==> src/rtl/ucie_pattern_gen_tx.sv <==
// ucie_pattern_gen_tx: lane-scalable mainband transmit pattern generator.
// Sends per-lane 23-bit PRBS bursts, per-lane ID bursts or PRBS-scrambled
// pass-through data. Each burst is started by a one-cycle start pulse and can be
// cut short with an abort.
//
// Ports:
//   clk, rst_n     clock; synchronous active-low reset
//   i_start        one-cycle burst request, accepted only in IDLE
//   i_mode         0=LFSR, 1=LANE_ID, 2=SCRAMBLE, 3=RESEED (latched with i_start)
//   i_len          burst length in UI (latched with i_start)
//   i_abort        terminates the current operation with no done pulse
//   i_lane_data    serial data to scramble, bit i = lane i
//   o_lane_data    registered serial output, bit i = lane i
//   o_valid        o_lane_data carries a burst bit
//   o_busy         high in every state except IDLE
//   o_done         one-cycle completion pulse
//
// Optional build macro PATTERN_TX_ERR_INJECT_EN adds i_err_inject and i_err_mask.
// In a RUN cycle with i_err_inject high, the bit of each masked lane is inverted.
module ucie_pattern_gen_tx #(
    parameter int unsigned NUM_LANES = 16,
    parameter int unsigned CNT_W     = 16,
    parameter int unsigned ID_W      = 8
) (
    input  logic                 clk,
    input  logic                 rst_n,
    input  logic                 i_start,
    input  logic [1:0]           i_mode,
    input  logic [CNT_W-1:0]     i_len,
    input  logic                 i_abort,
    input  logic [NUM_LANES-1:0] i_lane_data,
`ifdef PATTERN_TX_ERR_INJECT_EN
    input  logic                 i_err_inject,
    input  logic [NUM_LANES-1:0] i_err_mask,
`endif
    output logic [NUM_LANES-1:0] o_lane_data,
    output logic                 o_valid,
    output logic                 o_busy,
    output logic                 o_done
);

    localparam int unsigned FW = ID_W + 8;     // lane ID frame length in UI
    localparam int unsigned KW = $clog2(FW);

    localparam logic [1:0] ModeLfsr     = 2'd0;
    localparam logic [1:0] ModeLaneId   = 2'd1;
    localparam logic [1:0] ModeScramble = 2'd2;
    localparam logic [1:0] ModeReseed   = 2'd3;

    localparam logic [22:0] SEEDS [8] = '{
        23'h1DBFBC, 23'h0607BB, 23'h1EC760, 23'h18C0DB,
        23'h010F12, 23'h19CFC9, 23'h0277CE, 23'h1BB807
    };

    typedef enum logic [1:0] {StIdle, StLoad, StRun, StFin} state_e;

    state_e                 state_q, state_d;
    logic [1:0]             mode_q;
    logic [CNT_W-1:0]       len_q;
    logic [CNT_W-1:0]       cnt_q;
    logic [KW-1:0]          k_q;
    logic [22:0]            lfsr_q [8];
    logic [NUM_LANES-1:0]   data_q, data_d;
    logic                   valid_q, valid_d;
    logic                   emit;
    logic                   advance;

    function automatic logic [22:0] lfsr_next(input logic [22:0] s);
        return {s[21:0], s[22] ^ s[20] ^ s[15] ^ s[7] ^ s[4] ^ s[1]};
    endfunction

    // Bit k of the ID frame for a lane: 1010 | bit-reversed index | 1010.
    function automatic logic id_bit(input int unsigned lane, input logic [KW-1:0] k);
        logic [FW-1:0] w;
        logic [31:0]   lane_v;
        lane_v = 32'(lane);
        w = '0;
        w[3:0] = 4'b1010;
        w[FW-1 -: 4] = 4'b1010;
        for (int j = 0; j < int'(ID_W); j++) begin
            w[4+j] = lane_v[ID_W-1-j];
        end
        return w[k];
    endfunction

    // State register.
    always_ff @(posedge clk) begin
        if (!rst_n) begin
            state_q <= StIdle;
        end else begin
            state_q <= state_d;
        end
    end

    // Next-state logic. RUN spends one extra cycle after the last UI so that
    // o_done lands one cycle after the last valid bit.
    always_comb begin
        state_d = state_q;
        unique case (state_q)
            StIdle: if (i_start) state_d = StLoad;
            StLoad: state_d = (mode_q == ModeReseed || len_q == '0) ? StFin : StRun;
            StRun:  if (cnt_q == len_q) state_d = StFin;
            StFin:  state_d = StIdle;
            default: state_d = StIdle;
        endcase
        if (i_abort && state_q != StIdle) begin
            state_d = StIdle;
        end
    end

    // Outputs and next UI.
    always_comb begin
        emit    = (state_q == StRun) && (cnt_q != len_q) && !i_abort;
        advance = emit && (mode_q == ModeLfsr || mode_q == ModeScramble);
        data_d  = '0;
        valid_d = emit;
        if (emit) begin
            for (int i = 0; i < int'(NUM_LANES); i++) begin
                unique case (mode_q)
                    ModeLaneId:   data_d[i] = id_bit(i, k_q);
                    ModeScramble: data_d[i] = i_lane_data[i] ^ lfsr_q[3'(i)][22];
                    default:      data_d[i] = lfsr_q[3'(i)][22];
                endcase
            end
`ifdef PATTERN_TX_ERR_INJECT_EN
            if (i_err_inject) begin
                data_d = data_d ^ i_err_mask;
            end
`endif
        end
        o_busy = (state_q != StIdle);
        o_done = (state_q == StFin);
    end

    assign o_lane_data = data_q;
    assign o_valid     = valid_q;

    // Datapath registers.
    always_ff @(posedge clk) begin
        if (!rst_n) begin
            mode_q  <= '0;
            len_q   <= '0;
            cnt_q   <= '0;
            k_q     <= '0;
            data_q  <= '0;
            valid_q <= 1'b0;
            for (int s = 0; s < 8; s++) lfsr_q[s] <= SEEDS[s];
        end else begin
            data_q  <= data_d;
            valid_q <= valid_d;
            if (state_q == StIdle && i_start) begin
                mode_q <= i_mode;
                len_q  <= i_len;
            end
            if (state_q == StLoad) begin
                cnt_q <= '0;
                k_q   <= '0;
                for (int s = 0; s < 8; s++) lfsr_q[s] <= SEEDS[s];
            end else if (emit) begin
                cnt_q <= cnt_q + CNT_W'(1);
                k_q   <= (k_q == KW'(FW - 1)) ? '0 : k_q + KW'(1);
                if (advance) begin
                    for (int s = 0; s < 8; s++) lfsr_q[s] <= lfsr_next(lfsr_q[s]);
                end
            end
        end
    end

endmodule

==> config.mk <==
export PLATFORM = sky130hd
export DESIGN_NAME = ucie_pattern_gen_tx
export DESIGN_NICKNAME = d
export VERILOG_FILES = /design/src/rtl/ucie_pattern_gen_tx.sv
export SDC_FILE = /design/constraint.sdc
export NUM_CORES = 1
export LEC_CHECK = 0
export ABC_AREA = 1
export CORE_ASPECT_RATIO = 0.75
export CORE_MARGIN = 5
export CORE_UTILIZATION = 60
export DETAILED_ROUTE_END_ITERATION = 12
export GPL_ROUTABILITY_DRIVEN = 0
export PLACE_DENSITY = 0.87
export SKIP_CTS_REPAIR_TIMING = 1
export SLEW_MARGIN = 5
export SYNTH_ARGS = -nofsm -noshare
export SYNTH_HDL_FRONTEND = slang
export SYNTH_SLANG_ARGS = --single-unit
==> constraint.sdc <==
create_clock -name clk -period 5.5 [get_ports clk]
set_clock_uncertainty 0.1 [all_clocks]
set_input_delay 1.375 -clock clk [delete_from_list [all_inputs] [get_ports clk]]
set_output_delay 1.375 -clock clk [all_outputs]
set_load 0.1 [all_outputs]
==> out/metrics.cfg <==
[clocking]
cts_root_buffer=clkbuf_16
insertion_delay_ns=0.51
tritoncts=built
clkTransAtPathRegs_ns=0.06
cts_htree_levels=1
cts_buffers=25
cts_sinks=257
cts_max_path_buffers=3

[layout]
antenna_cells=0
instances_no_fill=1489
drive_gt1_frac=0.122
nets=1283
area_delta_synth_final_pct=14.2

[power_and_ir_drop]
ir_drop_v=0.000231
power.total_mw=5.24
p_leak_nw=5.14
power_density_nw_per_um2=410

[timing]
setup_viol=0
max_freq_ghz=0.253
fin_crit_sh=0.717
rsz0062_at_grt=no
hold_viol=0
period_minus_slack_ns=3.95
tightest_slew_ns=1.13
finalSetupTns_ns=0
timing_max_transition_violations_final=0
hold_slack_ns=0.370
slew_headroom=0.244

[place]
io_buffers=56
dp_cells=1444
hpwlAfterDp_microns=13300

[run_status]
status=completed

[critical_path]
crit_family=buffers and inverters
worst_setup_path_end_kind=output pin
worstPathArrival_ns=2.47
critPathKind=flip-flop to output pin
cpMaxStageDelayCell=clkdlybuf4s50_1
crit_chain=inv_1 > ha_1 > inv_1 > clkdlybuf4s50_1
critical_path_required_ns=4.03
critPathMostFrequentCell=inv_1
worst_path_largest_cell_delay_ns=1.16
cp_num_buf_inv=3
start_kind=flip-flop
path_max_fanout=4

[grt]
overflow=0
grt_first_pass_wirelength_microns=35300
grt_use_total=0.198
antenna_found_initial=0
grt_max_degree=82
first_global_vias=7332

[min_path]
worstHoldPathType=flip-flop to flip-flop

[detailed_routing]
antenna_left=0
drc=0
drt_iter0_markers=748
via_per_inst=5.12
wl_per_cell_microns=14.2
vias=7625
routed_wl_microns=21100
drt-pass1-iter-count=5

[die]
die_y_microns=128
die_x_microns=168
dieArea_sq_um=21500
rows=43
core_area_sq_um=18400
io_pins=57
start_util=0.609

[synthesis]
yosys_warnings=0
synth_nets=1237
synthCells=1178
synth_top_area_share=0.432
avgSynthCellArea_sq_um=9.51
yosysMostFrequentCell=nand2_1
synth_area_leaders=edfxtp_1 (43%), dfxtp_1 (17%), nand2_1 (7.7%)
ys_seq_area_frac=0.603
synth_common_cells=nand2_1 (231), edfxtp_1 (161), nor2_1 (159)
synthArstFlopShare=0
synth-seq-cells=257
synth_area_sq_um=11200
synth_top_area_cell=edfxtp_1
synth_edf_count=161
yosysUniqueCellTypes=35
synth_ff_type=edfxtp_1

[job]
maxCapViolations=0

## tightest hold or removal path: cells and delay by family, from the launching register on
| kind | cells | cell delay (ns) |
|---|---|---|
| flip-flops | 1 | 0.31 |
| AND/OR/NAND/NOR | 1 | 0.06 |
| AO/OA/AOI/OAI | 1 | 0.05 |
## registers in the layout, indices dropped and copies added, names as in the netlist, named ones only
name,count
lfsr_q,184
o_lane_data,16
len_q,16
state_q,2
cnt_q,16
k_q,4
o_valid,1
mode_q,2
## cells in the final DEF (no fill, tap or decap)
cell and instances:
nand2_1 229, edfxtp_1 161, nor2_1 159, inv_1 156, dfxtp_1 96, or2_2 77, a21oi_1 63, clkdlybuf4s50_1 56
o21ai_0 50, nand3_1 28, xor2_1 27, clkbuf_16 26, ha_1 21, xnor2_1 17, nand2_2 9, nand4_1 8
inv_2 8, clkbuf_8 6, buf_4 6, nor3_1 5, nor4_1 4, clkinv_2 4, bufinv_16 4, nor2_2 3
clkbuf_1 3, nand2_4 2, clkinv_1 2, o21ai_1 1, a21oi_2 1, a211oi_1 1, nand3_2 1, nor2_4 1
o21ai_2 1, a21oi_4 1, o211ai_4 1, o21a_1 1, a31oi_1 1, a21boi_0 1, or2_0 1
## routing by layer
metal	global-route usage	part of all wire	up-vias
li1	-	-	3814
met1	0.289	0.47	3560
met2	0.310	0.45	210
met3	0.0358	0.061	41
met4	0.0496	0.021	0
met5	0	0	-
## kinds of logic after synthesis
family,count (synthesis),synth area share
and+or+nand+nor,527,0.205
DFF,257,0.603
buffers and inverters,207,0.0752
AOI/OAI and AO/OA,122,0.0584
xor gates and xnor gates,44,0.0344
adders and majority gates,21,0.0235
## final timing paths
kind / start / to / slack, ns / depth (start not counted)
setup / recovery: state_q[0] / o_busy / 1.55 / 4
hold / removal: lfsr_q[0][0] / lfsr_q[0][1] / 0.37 / 2
setup reg to reg: cnt_q[4] / lfsr_q[0][137] / 2.48 / 11
hold reg to reg: lfsr_q[0][0] / lfsr_q[0][1] / 0.37 / 2
## power breakdown
| part | switching, mW | internal [mW] |
|---|---|---|
| sequential | 0.116 | 2.36 |
| combinational | 0.664 | 0.267 |
| clock | 0.706 | 1.13 |
| total | 1.49 | 3.75 |
## per-stage QoR
step | cell area, sq um | setup slack, ns | utilization
2_1_floorplan | 11200 | 1.44 | -
3_3_place_gp | 11900 | 1.65 | 0.646
5_1_grt | 12800 | 1.49 | 0.695
6_report | 12800 | 1.55 | 0.695
3_5_place_dp | 11900 | 1.60 | 0.646
4_1_cts | 12800 | 1.55 | 0.695
## area by class of cell
cell class	count	area (sq um)
sequential	257	6760
multi-input combinational	714	3610
fill	1255	5620
inverter	164	616
clock inverter	10	148
timing repair buffer	62	606
tap	247	309
clock buffer	35	744
Note: power is estimated with default switching activity, not from simulation.
==> edit (same settings) <==
`NUM_LANES`: 16 -> 18.
--- a/src/rtl/ucie_pattern_gen_tx.sv
+++ b/src/rtl/ucie_pattern_gen_tx.sv
@@ -18,7 +18,7 @@
 // Optional build macro PATTERN_TX_ERR_INJECT_EN adds i_err_inject and i_err_mask.
 // In a RUN cycle with i_err_inject high, the bit of each masked lane is inverted.
 module ucie_pattern_gen_tx #(
-    parameter int unsigned NUM_LANES = 16,
+    parameter int unsigned NUM_LANES = 18,
     parameter int unsigned CNT_W     = 16,
     parameter int unsigned ID_W      = 8
 ) (
Ports: changed (resized i_lane_data and o_lane_data); port bits go from 57 to 61. No check against the original RTL was run, so the function may have changed too.
==> edit against the original RTL <==
Critical path depth up 5; sequential share of layout area rose by 0.088 points; via count up 3.8%; cell area is 1.0% higher; sequential cell count rose by 4; area after synthesis increased by 2.3%; routed wire length grew 3.2%; worst setup slack got worse by 0.042 ns; total power fell by 3.1%; critical endpoint is now lfsr_q[0][83].
==> edit: results (changes against the original RTL) <==
stage,metric,value,unit,change
setup_path,critPathLaunch,i_abort,,
power_and_ir_drop,ir_drop,0.307,mV,+33%
finish,bufAreaShareNonClock,0.0515,,+0.00417
synth,ys_top_cells_by_count,"272 x nand2_1, 161 x edfxtp_1, 161 x inv_1",,
placement,hpwlAfterDp,14300,µm,+7.7%
hold_path,hold_start,lfsr_q[0][0],,
finish,drive_above_1_share,0.0684,,-0.0532
global_routing,grt_pass1_wl,36100,µm,+2.2%
setup_path,slowest_stage,buf_4,,
global_routing,grt_usage,0.200,,+0.00293
finish,clk_share,0.0603,,-0.00952
setup_path,cp.arrival,4.15,ns,+1.68 ns
setup_path,regToRegSetupSlack,2.12,ns,-0.36 ns
finish,nClkBuffers,33,,-5.7%
routing,first_pass_iters,6,,+1
synth,ys_seq_area_frac,0.597,,-0.00671
setup_path,r2r-start,cnt_q[14],,
finish,buffers,67,,+8.1%
setup_path,cp_slowest_stage_delay,0.45,ns,-0.71 ns
synth,ys_ff_latch,261,,+1.6%
synth,synth_area_leaders,"edfxtp_1 42%, dfxtp_1 17%, nand2_1 8.9%",,
routing,vias_per_cell,5.16,,+0.73%
status,status,completed,,
power_and_ir_drop,p_leak,5.29,nW,+2.9%
synth,synth_cell_type_count,31,,-11%
finish,seq_share,0.529,,+0.000877
synth,syn_nets,1283,,+3.7%
routing,drtIter0Drc,807,,+7.9%
global_routing,grt_pass1_vias,7612,,+3.8%
timing,worst_pin_slew,1.07,ns,-0.0569 ns
global_routing,grt_max_degree,85,,+3.7%
finish,inv_count,176,,+7.3%
finish,multiInputGateArea,0.00366,mm²,+1.6%
placement,pre_cts_slack,1.06,ns,-0.542 ns
finish,fill_cells,1332,,+6.1%
setup_path,cp-endpoint,lfsr_q[0][83],,
timing,finalCritPeriodShare,0.725,,+0.00767
placement,portBuffers,60,,+7.1%
==> edit: cell count changes in the layout (fill, tap and decap cells not counted), moves of 5 or more <==
cell	before	now
or2_1	0	64
or2_2	77	14
nand2_1	229	269
nor2_1	159	150
inv_2	8	14
inv_1	156	161
==> edit: cells by family (layout without fill, tap and decap cells) <==
group / count (synthesis) / count (layout) / share of synthesized area
AO/OA/AOI/OAI: 114 / 114 / 0.0508
AND/OR/NAND/NOR: 559 / 559 / 0.212
buffers and inverters: 223 / 288 / 0.0844
adder cells (fa/ha/maj): 21 / 21 / 0.0229
XOR/XNOR: 44 / 44 / 0.0336
flip-flops: 261 / 261 / 0.597
==> edit: power by group <==
group / switching [mW] / total, mW / internal [mW]
clock network: 0.701 / 1.63 / 0.927
registers: 0.119 / 2.50 / 2.38
logic: 0.669 / 0.942 / 0.273
==> edit: metrics by stage <==
step                       util  area, µm²  instances  hold slack (ns)
after detailed placement  0.652      12100       1489            0.364
final                     0.694      12900       1534            0.376
after global routing      0.694      12900       1534            0.399
after global placement    0.652      12100       1489            0.346
after CTS                 0.694      12900       1534            0.369
after floorplan               -      11500       1222            0.339
==> edit: metal layers <==
layer | global-route usage | vias to the layer above | wire (µm)
li1 | - | 3937 | -
met1 | 0.286 | 3695 | 9880
met2 | 0.322 | 226 | 10100
met3 | 0.0329 | 55 | 1300
met4 | 0.0582 | 0 | 553
met5 | 0 | - | 0
==> edit: worst reg2reg max path: cells and delay by family, from the launching register on <==
family	cells	cell delay, ns
flip-flops	1	0.45
buffers and inverters	3	1.04
AND/OR/NAND/NOR	9	1.30
AO/OA/AOI/OAI	1	0.24
